<file path="config.mk">
export PLATFORM = sky130hd
export DESIGN_NAME = seg_scan_capture
export DESIGN_NICKNAME = d
export VERILOG_FILES = /design/src/rtl/seg_pkg.sv /design/src/rtl/seg_to_hex.sv /design/src/rtl/seg_scan_capture.sv
export SDC_FILE = /design/constraint.sdc
export NUM_CORES = 1
export LEC_CHECK = 0
export ABC_CLOCK_PERIOD_IN_PS = 9200
export CAP_MARGIN = 20
export CELL_PAD_IN_SITES_DETAIL_PLACEMENT = 1
export CELL_PAD_IN_SITES_GLOBAL_PLACEMENT = 1
export CORE_MARGIN = 1.5
export CORE_UTILIZATION = 48
export DETAILED_ROUTE_END_ITERATION = 6
export PLACE_DENSITY_LB_ADDON = 0.1
export SLEW_MARGIN = 25
export SYNTH_ARGS = -nofsm -noshare
export SYNTH_HDL_FRONTEND = slang
export SYNTH_HIERARCHICAL = 1
export SYNTH_SLANG_ARGS = --single-unit
export TNS_END_PERCENT = 50
</file>
<file path="constraint.sdc">
create_clock -name clk -period 9.2 [get_ports clk]
set_input_delay 0.92 -clock clk [delete_from_list [all_inputs] [get_ports clk]]
set_output_delay 0.92 -clock clk [all_outputs]
set_load 0.005 [all_outputs]
</file>
<file path="src/rtl/seg_pkg.sv">
// Shared types, constants and helpers for the segment-scan capture block.
package seg_pkg;

  localparam int SEG_WIDTH  = 8;
  localparam int MAX_DIGITS = 8;

  typedef enum logic [1:0] {
    ST_IDLE   = 2'd0,
    ST_SETTLE = 2'd1,
    ST_HELD   = 2'd2
  } seg_state_e;

  // Active-low gfedcba patterns; entry i is the pattern shown for hex digit i.
  localparam logic [15:0][6:0] SEG_TABLE = {
    7'h0E, 7'h06, 7'h21, 7'h46, 7'h03, 7'h08, 7'h10, 7'h00,
    7'h78, 7'h02, 7'h12, 7'h19, 7'h30, 7'h24, 7'h79, 7'h40
  };

  function automatic logic [3:0] count_ones(input logic [MAX_DIGITS-1:0] v);
    logic [3:0] n;
    n = 4'd0;
    for (int i = 0; i < MAX_DIGITS; i++) begin
      n = n + {3'd0, v[i]};
    end
    return n;
  endfunction

endpackage

</file>
<file path="src/rtl/seg_to_hex.sv">
// Combinational 7-segment (active-low gfedcba) to hex nibble decoder.
module seg_to_hex
  import seg_pkg::*;
(
  input  logic [6:0] pattern,
  output logic [3:0] nibble,
  output logic       valid
);

  // Table entries are distinct, so OR-ing the matching index is exact.
  always_comb begin
    nibble = 4'h0;
    valid  = 1'b0;
    for (int i = 0; i < 16; i++) begin
      nibble = nibble | ({4{pattern == SEG_TABLE[i]}} & 4'(i));
      valid  = valid | (pattern == SEG_TABLE[i]);
    end
  end

endmodule

</file>
<file path="src/rtl/seg_scan_capture.sv">
// Captures a multiplexed 7-segment scan into a hex frame with per-digit settling.
// Optional macro SEG_CAPTURE_DP_EN enables decimal-point capture on dp.
module seg_scan_capture
  import seg_pkg::*;
#(
  parameter int DIGITS = 8,
  parameter int SETTLE = 4
) (
  input  logic        clk,
  input  logic        rst,
  input  logic [7:0]  seg,
  input  logic [7:0]  pnp,
  output logic [31:0] value,
  output logic [7:0]  dp,
  output logic        frame_valid,
  output logic        err
);

  localparam logic [MAX_DIGITS-1:0] DIGIT_MASK   = 8'((9'd1 << DIGITS) - 9'd1);
  localparam logic [7:0]            SETTLE_CNT   = 8'(SETTLE);
  localparam seg_state_e            START_STATE  = (SETTLE == 1) ? ST_HELD : ST_SETTLE;
  localparam logic                  START_SAMPLE = 1'(SETTLE == 1);
`ifdef SEG_CAPTURE_DP_EN
  localparam logic [SEG_WIDTH-1:0]  SEG_CMP_MASK = 8'hFF;
`else
  localparam logic [SEG_WIDTH-1:0]  SEG_CMP_MASK = 8'h7F;
`endif

  logic [SEG_WIDTH-1:0]  seg_meta_r, seg_sync_r, seg_prev_r;
  logic [MAX_DIGITS-1:0] pnp_meta_r, pnp_sync_r, act_prev_r;
  seg_state_e            state_r, state_s;
  logic [7:0]            cnt_r, cnt_s;
  logic [MAX_DIGITS-1:0] mask_r, mask_s;
  logic [31:0]           shadow_r, value_r;
  logic                  frame_valid_r, err_r, err_s;
  logic [MAX_DIGITS-1:0] act_s;
  logic [3:0]            act_cnt_s;
  logic [2:0]            idx_s;
  logic                  changed_s, sample_s, multi_s, frame_done_s;
  logic                  sample_ok_s, sample_bad_s;
  logic [3:0]            hex_s;
  logic                  hex_valid_s;

  seg_to_hex u_seg_to_hex (
    .pattern (seg_sync_r[6:0]),
    .nibble  (hex_s),
    .valid   (hex_valid_s)
  );

  // Synchronizers idle high (inactive); prev copies feed change detection.
  always_ff @(posedge clk or posedge rst) begin
    if (rst) begin
      seg_meta_r <= 8'hFF;
      seg_sync_r <= 8'hFF;
      pnp_meta_r <= 8'hFF;
      pnp_sync_r <= 8'hFF;
      seg_prev_r <= 8'hFF;
      act_prev_r <= 8'h00;
    end else begin
      seg_meta_r <= seg;
      seg_sync_r <= seg_meta_r;
      pnp_meta_r <= pnp;
      pnp_sync_r <= pnp_meta_r;
      seg_prev_r <= seg_sync_r;
      act_prev_r <= act_s;
    end
  end

  // Active anode decode and change detection on the synchronized bus.
  always_comb begin
    act_s     = ~pnp_sync_r & DIGIT_MASK;
    act_cnt_s = count_ones(act_s);
    changed_s = (act_s != act_prev_r) ||
                ((seg_sync_r & SEG_CMP_MASK) != (seg_prev_r & SEG_CMP_MASK));
    idx_s     = 3'd0;
    for (int i = 0; i < MAX_DIGITS; i++) begin
      idx_s = idx_s | ({3{act_s[i]}} & 3'(i));
    end
  end

  // Next-state logic; a fresh single-anode pattern always restarts at count 1.
  always_comb begin
    state_s  = state_r;
    cnt_s    = cnt_r;
    sample_s = 1'b0;
    multi_s  = 1'b0;
    if (act_cnt_s > 4'd1) begin
      multi_s = 1'b1;
      state_s = ST_IDLE;
      cnt_s   = 8'd0;
    end else if (act_cnt_s == 4'd0) begin
      state_s = ST_IDLE;
      cnt_s   = 8'd0;
    end else begin
      case (state_r)
        ST_IDLE: begin
          state_s  = START_STATE;
          cnt_s    = 8'd1;
          sample_s = START_SAMPLE;
        end
        ST_SETTLE: begin
          if (changed_s) begin
            state_s  = START_STATE;
            cnt_s    = 8'd1;
            sample_s = START_SAMPLE;
          end else if (cnt_r + 8'd1 == SETTLE_CNT) begin
            state_s  = ST_HELD;
            cnt_s    = cnt_r + 8'd1;
            sample_s = 1'b1;
          end else begin
            state_s  = ST_SETTLE;
            cnt_s    = cnt_r + 8'd1;
          end
        end
        ST_HELD: begin
          if (changed_s) begin
            state_s  = START_STATE;
            cnt_s    = 8'd1;
            sample_s = START_SAMPLE;
          end else begin
            state_s  = ST_HELD;
          end
        end
        default: begin
          state_s = ST_IDLE;
          cnt_s   = 8'd0;
        end
      endcase
    end
  end

  // FSM state and settle counter.
  always_ff @(posedge clk or posedge rst) begin
    if (rst) begin
      state_r <= ST_IDLE;
      cnt_r   <= 8'd0;
    end else begin
      state_r <= state_s;
      cnt_r   <= cnt_s;
    end
  end

  // A sample on the frame-complete cycle lands in the freshly cleared mask.
  always_comb begin
    frame_done_s = (mask_r == DIGIT_MASK);
    sample_ok_s  = sample_s & hex_valid_s;
    sample_bad_s = sample_s & ~hex_valid_s;
    mask_s       = (frame_done_s ? 8'h00 : mask_r) | (sample_ok_s ? act_s : 8'h00);
    if (multi_s || sample_bad_s) begin
      err_s = 1'b1;
    end else if (frame_done_s) begin
      err_s = 1'b0;
    end else begin
      err_s = err_r;
    end
  end

  // Shadow buffer, capture mask, frame publish and sticky error.
  always_ff @(posedge clk or posedge rst) begin
    if (rst) begin
      mask_r        <= 8'h00;
      shadow_r      <= 32'h0000_0000;
      value_r       <= 32'h0000_0000;
      frame_valid_r <= 1'b0;
      err_r         <= 1'b0;
    end else begin
      mask_r        <= mask_s;
      err_r         <= err_s;
      frame_valid_r <= frame_done_s;
      if (frame_done_s) begin
        value_r <= shadow_r;
      end
      if (sample_ok_s) begin
        shadow_r[{idx_s, 2'b00} +: 4] <= hex_s;
      end
    end
  end

`ifdef SEG_CAPTURE_DP_EN
  logic [MAX_DIGITS-1:0] dp_shadow_r, dp_r;

  // Decimal points follow the same slot/publish rules as the nibbles.
  always_ff @(posedge clk or posedge rst) begin
    if (rst) begin
      dp_shadow_r <= 8'h00;
      dp_r        <= 8'h00;
    end else begin
      if (sample_ok_s) begin
        dp_shadow_r[idx_s] <= ~seg_sync_r[7];
      end
      if (frame_done_s) begin
        dp_r <= dp_shadow_r;
      end
    end
  end

  assign dp = dp_r;
`else
  assign dp = 8'h00;
`endif

  assign value       = value_r;
  assign frame_valid = frame_valid_r;
  assign err         = err_r;

endmodule

</file>
* After elaboration in Yosys (flattened, before gate mapping)
Index checks and enable logic that the tools add are counted.
** Word-level totals
- Register bits after elaboration :: 129
- Input bits :: 18
- Output and inout bits :: 42
- Word-level logic and storage cells :: 115
** Operators by class
- $add $sub $neg :: 9
- Magnitude comparators :: 1
- Equality and inequality tests :: 22
- Shift-type cells :: 2
- Mux-type cells :: 22
- Bitwise gates (word level) :: 40
- Reduce and logical (&&, ||, !) cells :: 6
** Operators by type and width (count)
- 8-bit two-way mux :: 6
- 32-bit bitwise mux :: 1
- 4-bit bitwise OR :: 8
- 4-bit by 7-bit variable shift with 32-bit output (first input constant) :: 1
- 4-bit by 7-bit variable part select with 32-bit output :: 1
- 7-bit == test (second input constant) :: 4
- 8-bit case mux with 3 select lines :: 1
- 7-bit by 5-bit == test with 1-bit output (second input constant) :: 3
- 7-bit by 6-bit == test with 1-bit output (second input constant) :: 3
- 4-bit by 1-bit adder with 4-bit output :: 4
- 4-bit by 3-bit bitwise OR with 4-bit output :: 4
- 1-bit bitwise OR :: 15
- 7-bit by 2-bit == test with 1-bit output (second input constant) :: 2
- 7-bit by 4-bit == test with 1-bit output (second input constant) :: 2
- 2-bit two-way mux :: 5
- 3-bit bitwise OR :: 3
- 8-bit by 1-bit adder with 8-bit output (second input constant) :: 1
- 8-bit by 3-bit == test with 1-bit output (second input constant) :: 1
- 8-bit == test (second input constant) :: 1
- 1-bit two-way mux :: 8
- 8-bit inequality test :: 1
- 8-bit NOT :: 1
- 8-bit bitwise OR :: 1
- 7-bit by 3-bit == test with 1-bit output (second input constant) :: 1
- other kinds (21) :: 24

* Depth between registers and ports, before layout
Gate-level depths: netlist of the first run.
- Depth after elaboration :: 20
- Gate-level depth with buffers :: 13
- Mapped depth without buffers :: 12

* Cells and area by module
The synthesis of the first run kept the hierarchy.
** Modules (own cells, without submodules)
- seg_scan_capture :: times used 1, cells each 446, area an instance 5205.0 sq um, seq. area each 3274.4 sq um
- seg_to_hex :: times used 1, cells each 57, area an instance 396.6 sq um, seq. area each 0.0 sq um

* Worst setup path after synthesis of the first run
No wires, ideal clock.
- Path type :: reg-to-reg
- From :: reg pnp_sync_r[1]
- To :: reg shadow_r[0]
- Arrival time :: 4.015 ns
- Data required time :: 9.075 ns
- Setup slack :: 5.060 ns
- Cell stages (with the launch flop) :: 14
- Path buffers :: 1
- Clock period less this slack :: 4.140 ns
- Path through :: dfstp_2 inv_1 fa_1 fa_1 fa_1 ha_1 inv_1 fa_1 a211oi_1 a41oi_1 nor2_2 and3_1 buf_2 mux2_2
** On the way
- Longest elaborated chain between the ends :: 12
- Elaborated cells between the ends (all ways) :: 27
** RTL lines
- start: declaration :: line seg_scan_capture.sv:30 : logic [MAX_DIGITS-1:0] pnp_meta_r, pnp_sync_r, act_prev_r;
- start signal: assignment :: line seg_scan_capture.sv:63 : pnp_sync_r <= pnp_meta_r;
- 8-bit NOT * :: line seg_scan_capture.sv:71 : act_s = ~pnp_sync_r & DIGIT_MASK;
- named net act_s[1] :: line seg_scan_capture.sv:36 : logic [MAX_DIGITS-1:0] act_s;
- branches (longest 11 deep; another with 3-bit by 1-bit adder with 4-bit output)
- end signal: indexed assignment :: line seg_scan_capture.sv:174 : shadow_r[{idx_s, 2'b00} +: 4] <= hex_s;
- end: declaration :: line seg_scan_capture.sv:34 : logic [31:0] shadow_r, value_r;
Mark *: on every way through the listed nets, which the timed path passes.
A chain may end at the register's enable or synchronous reset.

* Worst setup path after layout of the first run
- From :: reg pnp_sync_r[1]
- To :: reg shadow_r[8]
Same word-level chain as after synthesis.

==> key figures, run 1 <==
Cells and area
  • Final core occ: 0.5896
  • N_diodes: 0
  • Commonest non-fill, non-tap cell in the layout: nand2_1
  • Layout area overhead: 20.19%
  • Most frequent cells in the layout: 99 x nand2_1, 92 x dfrtp_1, 50 x clkdlybuf4s50_1, 37 x dfstp_2, 31 x inv_1
  • Final net count: 586
  • Layout cell share with drive strength beyond 1: 0.1652
  • Layout Cells excl Fill: 712
  • Design area: 0.006733 sq mm

STA
  • Hold_ws: 353.9 ps
  • Measured slew at the worst slew-check pin: 731.6 ps
  • Final Slew Violations: 0
  • Final worst path period need: between 4000 and 5000 ps
  • RSZ-0062 raised after global routing: no
  • Fin Setup TNS: 0 ps
  • Final hold vios: 0
  • Final setup vio count: 0
  • Final cycle utilization of the critical path: 0.5161
  • Worst slew margin: 0.5086
  • Fmax: 210.6 MHz
  • Min setup slack post-route: 4452 ps
  • Clk_skew: 7.008 ps

Route
  • Via Count: 3762
  • Residual DRC: 0
  • WL/cell: 16.72 um
  • Drt first pass iters: 4
  • Vias per inst: approximately 5.3
  • Routed Antenna Nets: 0
  • Detailed Route WL: 11900 um
  • Starting DRT DRC Count: 190

Yosys
  • Post-synth EDFFs: 0
  • Synth top area share: 0.4110
  • Ys flop type: dfrtp_1
  • FF+latch count, synth: 129
  • Post-synth top area cell: dfrtp_1
  • Synth warn: 6
  • Register area share after synthesis: 0.5845
  • Async SR Flop Fraction: 1.000
  • Mapped Area: ~0.0056 sq mm
  • Synthesized instance count: 503
  • Ranking of synthesized cells by area: dfrtp_1 41%, dfstp_2 17%, nand2_1 6.6%, mux2_2 3.2%, mux2i_1 3.0%
  • Syn_area_per_cell: 11.14 sq um
  • Synth cell types: 59

Floorplan
  • Die Ht: 111.0 um
  • I/O Pins: 60
  • DIE WIDTH: 111.0 um
  • Rows: 39
  • Die area: 0.01233 sq mm
  • Initial Utilization: 0.4906
  • Core Region: around 0.011 sq mm

Min path
  • Hold Path Depth: 0
  • WHS Endpoint: seg_sync_r[5]
  • Worst hold path type: flop to flop
  • Hold path startpoint: seg_meta_r[5]

Pwr
  • Leakage: 3.093 nW
  • Overall power: around 1.3 mW
  • Total power per unit cell area: 195.1 mW/mm^2
  • Max VDD drop: 144.8 uV

Setup path
  • Worst setup SP type: flop
  • Reg2reg path depth: 12
  • RR Startpoint: pnp_sync_r[1]
  • Reg2Reg Setup Slack: roughly 4500 ps
  • Critical path type: flop to flop
  • Crit-path max FO: 9
  • Critical path capture point type: flop
  • Arrival @ worst endpoint: 5040 ps
  • Reg-to-Reg End: shadow_r[8]
  • Worst Path Required: 9490 ps

Place
  • DP Wirelength: 7830 um
  • Port bufs: 50
  • Routability Congestion: slightly above 0.8
  • Inst Count DP: between 600 and 700
  • Placed cell areas: 0.006180 sq mm
  • Setup WS pre-CTS: 4441 ps

Clock network
  • Total CTS buffers: 17
  • # Post-CTS Setup Buffers: 0
  • Clock net sink count: around 130
  • Clock transition at path regs: about 60 ps
  • Root Driver: clkbuf_16
  • H-tree level count: 4
  • CTS-repair resized insts: 0
  • Clk Latency, worst-skew pair: ~420 ps
  • CTS tree: built
  • Max Buffers Root-to-Sink: 2
  • CTS Hold Bufs: 0

GRT
  • Remaining global-route overflow: 0
  • M3 GR Usage: 0.05905
  • Initial antenna violation count: 0
  • Met2 Usage GRT: 0.3498
  • Met1 Use GR: 0.2828
  • Top Usage Layer GRT: met2
  • Gr usage total: 0.2160
  • First-pass GRT wire length: approximately 21000 um
  • Vias in the first global route: 4146
  • Largest net degree at the start of global routing: 79

Flow run
  • MaxCap Viol Count: 0

Status
  • Status: completed
==> where the power goes <==
part / total [mW] / switching (mW) / internal (mW)
Combinational: 0.0891 / 0.0543 / 0.0347
Clock: 0.620 / 0.232 / 0.388
Sequential: 0.605 / 0.0168 / 0.588
Total: 1.31 / 0.303 / 1.01
==> cells in the mapped netlist (all sizes together), types with 3 or more instances <==
cell type and number:
nor4b 3, nor3 6, or4b 3, nand3 9, mux2 16, dfrtp 92, xor2 10, a21oi 8
nand2b 3, a22oi 5, nand3b 3, and3 5, clkbuf 8, nor2 18, nand4 18, nor2b 6
dfstp 37, fa 4, and4 3, nor4 5, xnor2 7, mux2i 17, nand2 99, ha 8
o21ai 29, buf 18, inv 32
==> state kept, by name, indices dropped and copies added (netlist names) <==
name	flops
value	32
shadow_r	32
mask_r	8
err	1
state_r	2
seg_sync_r	7
seg_meta_r	7
pnp_sync_r	8
act_prev_r	8
frame_valid	1
pnp_meta_r	8
cnt_r	8
seg_prev_r	7
==> worst max-delay path: stages, from the launching register on <==
cell      delay (ps)
dfstp_2          570
inv_1            120
fa_1             530
fa_1             440
fa_1             500
ha_1             160
inv_1             50
fa_1             400
a211oi_1         310
a41oi_1          330
nor2_2           410
nand4_1          370
mux2_2           410
==> layout make-up <==
cell class                 instances  area, sq um
clock buffer                      28        528.0
clock inverter                     4        21.27
fill                            1224         4686
inverter                          33        126.4
multi-input combinational        322         2077
sequential                       129         3274
tap                              143        178.9
timing repair buffer              53        526.8
==> routing by layer <==
layer,vias to the layer above,part of all wire
met2,57,0.50
met5,-,0
met4,0,0.013
met1,1902,0.46
li1,1792,-
met3,11,0.027
==> cells by family after synthesis <==
| logic type | Yosys count | synth area share |
|---|---|---|
| buffers and inverters | 59 | 0.04936 |
| muxes | 33 | 0.06254 |
| other | 1 | 0.0006694 |
| adders and majority gates | 12 | 0.03217 |
| and+or+nand+nor | 196 | 0.1827 |
| xor gates and xnor gates | 17 | 0.02658 |
| AOI/OAI and AO/OA | 56 | 0.06143 |
| DFF | 129 | 0.5845 |
==> how the worst max path moves through the flow <==
stage                  start             to  depth (start not counted)
2_1_floorplan            rst  act_prev_r[0]                          1
3_3_place_gp   pnp_sync_r[1]    shadow_r[8]                         12
3_5_place_dp   pnp_sync_r[1]    shadow_r[8]                         12
4_1_cts        pnp_sync_r[1]    shadow_r[8]                         12
5_1_grt        pnp_sync_r[1]    shadow_r[8]                         12
6_report       pnp_sync_r[1]    shadow_r[8]                         12
(Power assumes the default switching activity.)
==> inputs of run 2 (changes only) <==
--- a/config.mk
+++ b/config.mk
@@ -5,12 +5,12 @@
 export SDC_FILE = /design/constraint.sdc
 export NUM_CORES = 1
 export LEC_CHECK = 0
-export ABC_CLOCK_PERIOD_IN_PS = 9200
+export ABC_CLOCK_PERIOD_IN_PS = 4900
 export CAP_MARGIN = 20
 export CELL_PAD_IN_SITES_DETAIL_PLACEMENT = 1
 export CELL_PAD_IN_SITES_GLOBAL_PLACEMENT = 1
 export CORE_MARGIN = 1.5
-export CORE_UTILIZATION = 48
+export CORE_UTILIZATION = 45
 export DETAILED_ROUTE_END_ITERATION = 6
 export PLACE_DENSITY_LB_ADDON = 0.1
 export SLEW_MARGIN = 25
==> constraint.sdc (replaced) <==
create_clock -name clk -period 4.9 [get_ports clk]
set_input_delay 0.49 -clock clk [delete_from_list [all_inputs] [get_ports clk]]
set_output_delay 0.49 -clock clk [all_outputs]
set_load 0.005 [all_outputs]
==> run 2 against run 1 <==
Effect of this change:
- design area increased by 1.0%
- setup slack got worse by 4100 ps
- die area is 6.5% higher
- power up 92%
- via count up 2.1%
- hold slack got worse by 2.8 ps
- clock power increased by 95%
==> key figures, run 2 (synthesis gave the netlist of run 1 again) <==
Floorplan
  • Initial Utilization: 0.4644 (was 0.4906)
  • Die Ht: 114.6 um (was 111.0 um)
  • Rows: 40 (was 39)
  • Core Region: 0.01206 sq mm (was 0.01142 sq mm)
  • DIE WIDTH: 114.6 um (was 111.0 um)
  • Die area: 0.01313 sq mm (was 0.01233 sq mm)
  • I/O Pins: 60 (unchanged)

Min path
  • Hold path startpoint: pnp_meta_r[7] (was seg_meta_r[5])
  • Hold Path Depth: 0 (unchanged)
  • Worst hold path type: flop to flop (unchanged)

STA
  • Min setup slack post-route: 335.9 ps (was 4452 ps)
  • Clk_skew: 7.559 ps (was 7.008 ps)
  • Final hold vios: 0 (unchanged)
  • Final cycle utilization of the critical path: 0.9314 (was 0.5161)
  • Final worst path period need: 4564 ps (was 4748 ps)
  • RSZ-0062 raised after global routing: no (unchanged)
  • Final Slew Violations: 0 (unchanged)
  • Final setup vio count: 0 (unchanged)
  • Fmax: 219.1 MHz (was 210.6 MHz)
  • Measured slew at the worst slew-check pin: 742.3 ps (was 731.6 ps)
  • Fin Setup TNS: 0 ps (unchanged)
  • Worst slew margin: 0.5014 (was 0.5086)

Clock network
  • Root Driver: clkbuf_16 (unchanged)
  • Clock net sink count: 129 (unchanged)
  • H-tree level count: 4 (unchanged)
  • Max Buffers Root-to-Sink: 2 (unchanged)
  • Clk Latency, worst-skew pair: 410 ps (was 420 ps)
  • CTS-repair resized insts: 0 (unchanged)
  • Total CTS buffers: 17 (unchanged)
  • CTS Hold Bufs: 0 (unchanged)
  • Clock transition at path regs: 60 ps (about the same)
  • CTS tree: built (unchanged)

Setup path
  • Crit-path max FO: 8 (was 9)
  • Worst Path Required: 5210 ps (was 9490 ps)
  • Worst Setup SP: pnp_sync_r[1] (unchanged)
  • Critical path capture point type: flop (unchanged)
  • RR Startpoint: pnp_sync_r[1] (unchanged)
  • Arrival @ worst endpoint: 4880 ps (was 5040 ps)
  • Reg2reg path depth: 11 (was 12)
  • Worst setup SP type: flop (unchanged)
  • Critical path type: flop to flop (unchanged)

Cells and area
  • Most frequent cells in the layout: 99 x nand2_1, 92 x dfrtp_1, 50 x clkdlybuf4s50_1, 37 x dfstp_2, 31 x inv_1 (unchanged)
  • Commonest non-fill, non-tap cell in the layout: nand2_1 (unchanged)
  • Layout area overhead: 21.44% (was 20.19%)
  • Final net count: 589 (was 586)
  • Filler instances: 1287 (was 1224)
  • Layout cell share with drive strength beyond 1: 0.1783 (was 0.1652)
  • N_diodes: 0 (unchanged)

Place
  • Routability Congestion: 0.8581 (was 0.8276)
  • DP Wirelength: 7971 um (was 7830 um)
  • Port bufs: 50 (unchanged)
  • Setup WS pre-CTS: 288.2 ps (was 4441 ps)

Route
  • Residual DRC: 0 (unchanged)
  • Detailed Route WL: 12090 um (was 11900 um)
  • Routed Antenna Nets: 0 (unchanged)
  • WL/cell: 16.34 um (was 16.72 um)
  • Drt first pass iters: 6 (was 4)
  • Vias per inst: 5.189 (was 5.284)
  • Via Count: 3840 (was 3762)
  • Starting DRT DRC Count: 144 (was 190)

Pwr
  • Total power per unit cell area: 369.9 mW/mm^2 (was 195.1 mW/mm^2)
  • Max VDD drop: 193.2 uV (was 144.8 uV)
  • Leakage: 3.121 nW (was 3.093 nW)

GRT
  • Largest net degree at the start of global routing: 58 (was 79)
  • Gr usage total: 0.2059 (was 0.2160)
  • Remaining global-route overflow: 0 (unchanged)
  • First-pass GRT wire length: 20680 um (was 20820 um)
  • Initial antenna violation count: 0 (unchanged)
  • Vias in the first global route: 4106 (was 4146)

Flow run
  • MaxCap Viol Count: 0 (unchanged)

Status
  • Status: completed (unchanged)
-- run 2: cell types whose count changed in the layout (fill, tap and decap cells not counted) --
cell and change:
clkbuf_1 -5, buf_4 +4, inv_4 +4, clkbuf_8 -3, buf_6 -1, bufinv_16 +1
clkinv_4 +1, clkinvlp_4 +1, inv_6 +1
-- run 2: what timing repair did --
| item | CTS | global route |
|---|---|---|
| setup endpoints to repair | 0 | 10 |
| buffers inserted | 0 | 1 |
| hold endpoints to repair | 0 | 0 |
-- run 2: power breakdown --
| part | internal, mW | leakage (nW) | total [mW] | switching, mW |
|---|---|---|---|---|
| Clock | 0.741 | 0.287 | 1.21 | 0.470 |
| Sequential | 1.10 | 1.65 | 1.13 | 0.0313 |
| Combinational | 0.0659 | 1.18 | 0.170 | 0.104 |
-- run 2: layout make-up --
type,count,area [sq um],area share
flip-flops and latches,129,3274,0.4813
multi-input cells,322,2077,0.3053
repair buffers,56,545.5,0.08019
clock buffers,20,467.9,0.06879
inverters,33,126.4,0.01858
clock inverters,12,101.3,0.01490
well taps,168,210.2,0.03090
-- run 2: worst paths after layout --
| kind | endpoint | slack [ps] |
|---|---|---|
| setup / recovery | cnt_r[6] | 340 |
| hold / removal | pnp_sync_r[7] | 350 |
| setup reg to reg | cnt_r[6] | 340 |
| hold reg to reg | pnp_sync_r[7] | 350 |
| max in group asynchronous | value[5] | 3320 |
| min in group asynchronous | cnt_r[7] | 520 |
-- run 2: worst max-delay path, stage by stage, from the launching register on --
cell      delay, ps
dfstp_2         570
inv_1           120
fa_1            540
fa_1            430
fa_1            490
ha_1            160
inv_1            60
fa_1            400
a211oi_1        310
a41oi_1         320
or4_1           790
a311oi_1        270
-- run 2: metal layers --
layer	GRT usage	vias up	routed length, um
met5	0	-	0
met4	0.09167	0	252
met3	0.04076	25	303
met2	0.3453	68	6139
met1	0.2589	1941	5396
li1	-	1806	-
-- run 2: per-stage QoR --
| stage | util | cells | hold slack (ps) | power (mW) | instance area (sq um) |
|---|---|---|---|---|---|
| floorplan | - | 510 | 345.2 | 1.268 | 5628 |
| global placement | 0.5162 | 707 | 345.6 | 1.308 | 6226 |
| detailed placement | 0.5162 | 707 | 346.9 | 1.320 | 6226 |
| CTS | 0.5634 | 739 | 352.6 | 2.541 | 6795 |
| global route | 0.5640 | 740 | 357.3 | 2.615 | 6803 |
| finish | 0.5640 | 740 | 351.1 | 2.516 | 6803 |
==> inputs of run 3 (changes only) <==
--- a/config.mk
+++ b/config.mk
@@ -9,6 +9,7 @@
 export CAP_MARGIN = 20
 export CELL_PAD_IN_SITES_DETAIL_PLACEMENT = 1
 export CELL_PAD_IN_SITES_GLOBAL_PLACEMENT = 1
+export CORE_ASPECT_RATIO = 0.6
 export CORE_MARGIN = 1.5
 export CORE_UTILIZATION = 45
 export DETAILED_ROUTE_END_ITERATION = 6
==> run 3 against run 2 <==
Effect of this change:
- largest power group unchanged
- final cell count shrank 0.68%
- flip-flop and latch count unchanged
- first-iteration DRC count rose by 24%
- utilization grew 0.30 points
- design area rose by 0.86%
- clock power rose by 11%
==> key figures, run 3 (synthesis gave the netlist of run 1 again) <==
STA
  • Clk_skew: 7.285 ps (was 7.559 ps)
  • RSZ-0062 raised after global routing: no (unchanged)
  • Final worst path period need: 4746 ps (was 4564 ps)
  • Final setup vio count: 0 (unchanged)
  • Fin Setup TNS: 0 ps (unchanged)
  • Measured slew at the worst slew-check pin: 825.0 ps (was 742.3 ps)
  • Worst slew margin: 0.4459 (was 0.5014)
  • Fmax: 210.7 MHz (was 219.1 MHz)
  • Min setup slack post-route: 153.8 ps (was 335.9 ps)
  • Final cycle utilization of the critical path: 0.9686 (was 0.9314)
  • Final Slew Violations: 0 (unchanged)
  • Final hold vios: 0 (unchanged)

Setup path
  • Worst Path Required: 5210 ps (about the same)
  • CP top delay family: adder cells (unchanged)
  • Critical path type: flop to flop (unchanged)
  • Crit-path max FO: 9 (was 8)
  • Critical path capture point type: flop (unchanged)
  • Most common cell on crit path: fa_1 (unchanged)
  • Buf/Inv on CP: 2 (unchanged)
  • Arrival @ worst endpoint: 5050 ps (was 4880 ps)
  • CP cell instances: inv_1 -> fa_1 -> fa_1 -> fa_1 -> ha_1 -> inv_1 -> fa_1 -> a211oi_1 -> a41oi_2 -> nor2_4 -> nand4_1 -> mux2_2 (was inv_1 -> fa_1 -> fa_1 -> fa_1 -> ha_1 -> inv_1 -> fa_1 -> a211oi_1 -> a41oi_1 -> or4_1 -> a311oi_1)
  • Worst setup SP type: flop (unchanged)
  • Crit path largest cell delay: 560 ps (was 790 ps)
  • Slowest cell on the critical path: dfstp_2 (was or4_1)

Route
  • Via Count: 3878 (was 3840)
  • Starting DRT DRC Count: 178 (was 144)
  • WL/cell: 17.55 um (was 16.34 um)
  • Vias per inst: 5.276 (was 5.189)
  • Drt first pass iters: 4 (was 6)
  • Routed Antenna Nets: 0 (unchanged)
  • Residual DRC: 0 (unchanged)
  • Detailed Route WL: 12900 um (was 12090 um)

Place
  • Inst Count DP: 703 (was 707)
  • DP Wirelength: 8427 um (was 7971 um)
  • Setup WS pre-CTS: 114.6 ps (was 288.2 ps)
  • Port bufs: 50 (unchanged)
  • Placed cell areas: 0.006215 sq mm (was 0.006226 sq mm)
  • Routability Congestion: 0.7951 (was 0.8581)

Flow run
  • MaxCap Viol Count: 0 (unchanged)

Clock network
  • Max Buffers Root-to-Sink: 2 (unchanged)
  • Clock transition at path regs: 60 ps (about the same)
  • CTS tree: built (unchanged)
  • # Post-CTS Setup Buffers: 0 (unchanged)
  • Total CTS buffers: 17 (unchanged)
  • H-tree level count: 4 (unchanged)
  • CTS Hold Bufs: 0 (unchanged)
  • Root Driver: clkbuf_16 (unchanged)
  • Clock net sink count: 129 (unchanged)
  • Clk Latency, worst-skew pair: 420 ps (was 410 ps)
  • CTS-repair resized insts: 0 (unchanged)

Status
  • Status: completed (unchanged)

Floorplan
  • Die Ht: 89.42 um (was 114.6 um)
  • Rows: 31 (was 40)
  • DIE WIDTH: 147.0 um (was 114.6 um)
  • Die area: 0.01315 sq mm (was 0.01313 sq mm)
  • I/O Pins: 60 (unchanged)
  • Initial Utilization: 0.4629 (was 0.4644)
  • Core Region: 0.01210 sq mm (was 0.01206 sq mm)

Cells and area
  • N_diodes: 0 (unchanged)
  • Most frequent cells in the layout: 99 x nand2_1, 92 x dfrtp_1, 50 x clkdlybuf4s50_1, 37 x dfstp_2, 31 x inv_1 (unchanged)
  • Commonest non-fill, non-tap cell in the layout: nand2_1 (unchanged)
  • Layout cell share with drive strength beyond 1: 0.1807 (was 0.1783)
  • Final net count: 587 (was 589)
  • Layout Cells excl Fill: 735 (was 740)
  • Filler instances: 1266 (was 1287)
  • Design area: 0.006862 sq mm (was 0.006803 sq mm)
  • Layout area overhead: 22.49% (was 21.44%)

GRT
  • Largest net degree at the start of global routing: 62 (was 58)
  • Remaining global-route overflow: 0 (unchanged)
  • Vias in the first global route: 3993 (was 4106)
  • Initial antenna violation count: 0 (unchanged)
  • Gr usage total: 0.2111 (was 0.2059)
  • First-pass GRT wire length: 20740 um (was 20680 um)

Pwr
  • Leakage: 3.144 nW (was 3.121 nW)
  • Max VDD drop: 196.1 uV (was 193.2 uV)
  • Total power per unit cell area: 386.9 mW/mm^2 (was 369.9 mW/mm^2)

Min path
  • Worst hold path type: flop to flop (unchanged)
## run 3: where the power goes
part / total, mW / switching [mW] / internal (mW)
clock: 1.34 / 0.486 / 0.853
combinational: 0.181 / 0.113 / 0.0681
sequential: 1.14 / 0.0316 / 1.10
## run 3: area by class of cell
type                    count  area (sq um)  share of cell area
flip-flops and latches    129          3274              0.4772
multi-input cells         322          2093              0.3051
repair buffers             54         530.5             0.07732
clock buffers              22         516.7             0.07531
well taps                 165         206.4             0.03009
inverters                  33         126.4             0.01842
clock inverters            10         113.9             0.01659
## run 3: worst register-to-register path: stages, from the launching register on
cell and delay (ps):
dfstp_2 560, inv_1 110, fa_1 550, fa_1 430, fa_1 500, ha_1 170
inv_1 60, fa_1 400, a211oi_1 460, a41oi_2 330, nor2_4 320, nand4_1 320
mux2_2 420
## run 3: worst paths after layout
| check | from | endpoint | slack (ps) | cells past startpoint |
|---|---|---|---|---|
| min reg2reg | seg_meta_r[3] | seg_sync_r[3] | 350 | 0 |
| max in group asynchronous | rst | pnp_sync_r[4] | 3350 | 3 |
| min in group asynchronous | rst | value[19] | 550 | 2 |
| min | seg_meta_r[3] | seg_sync_r[3] | 350 | 0 |
| max reg2reg | pnp_sync_r[1] | shadow_r[10] | 150 | 12 |
| max | pnp_sync_r[1] | shadow_r[10] | 150 | 12 |
## run 3: per-layer routing
metal / wire length, um / GRT usage / part of all wire / vias up
met5: 0 / 0 / 0 / -
li1: - / - / - / 1804
met2: 6002 / 0.3375 / 0.47 / 73
met3: 441 / 0.06071 / 0.034 / 19
met1: 6277 / 0.2786 / 0.49 / 1982
met4: 176 / 0.07727 / 0.014 / 0
## run 3: through the flow
step                      power, mW  hold WS (ps)  utilization
after global routing          2.754         358.5       0.5670
final                         2.655         354.0       0.5670
after global placement        1.311         345.9       0.5135
after detailed placement      1.326         347.0       0.5135
after CTS                     2.677         355.2       0.5657
after floorplan               1.268         345.2            -
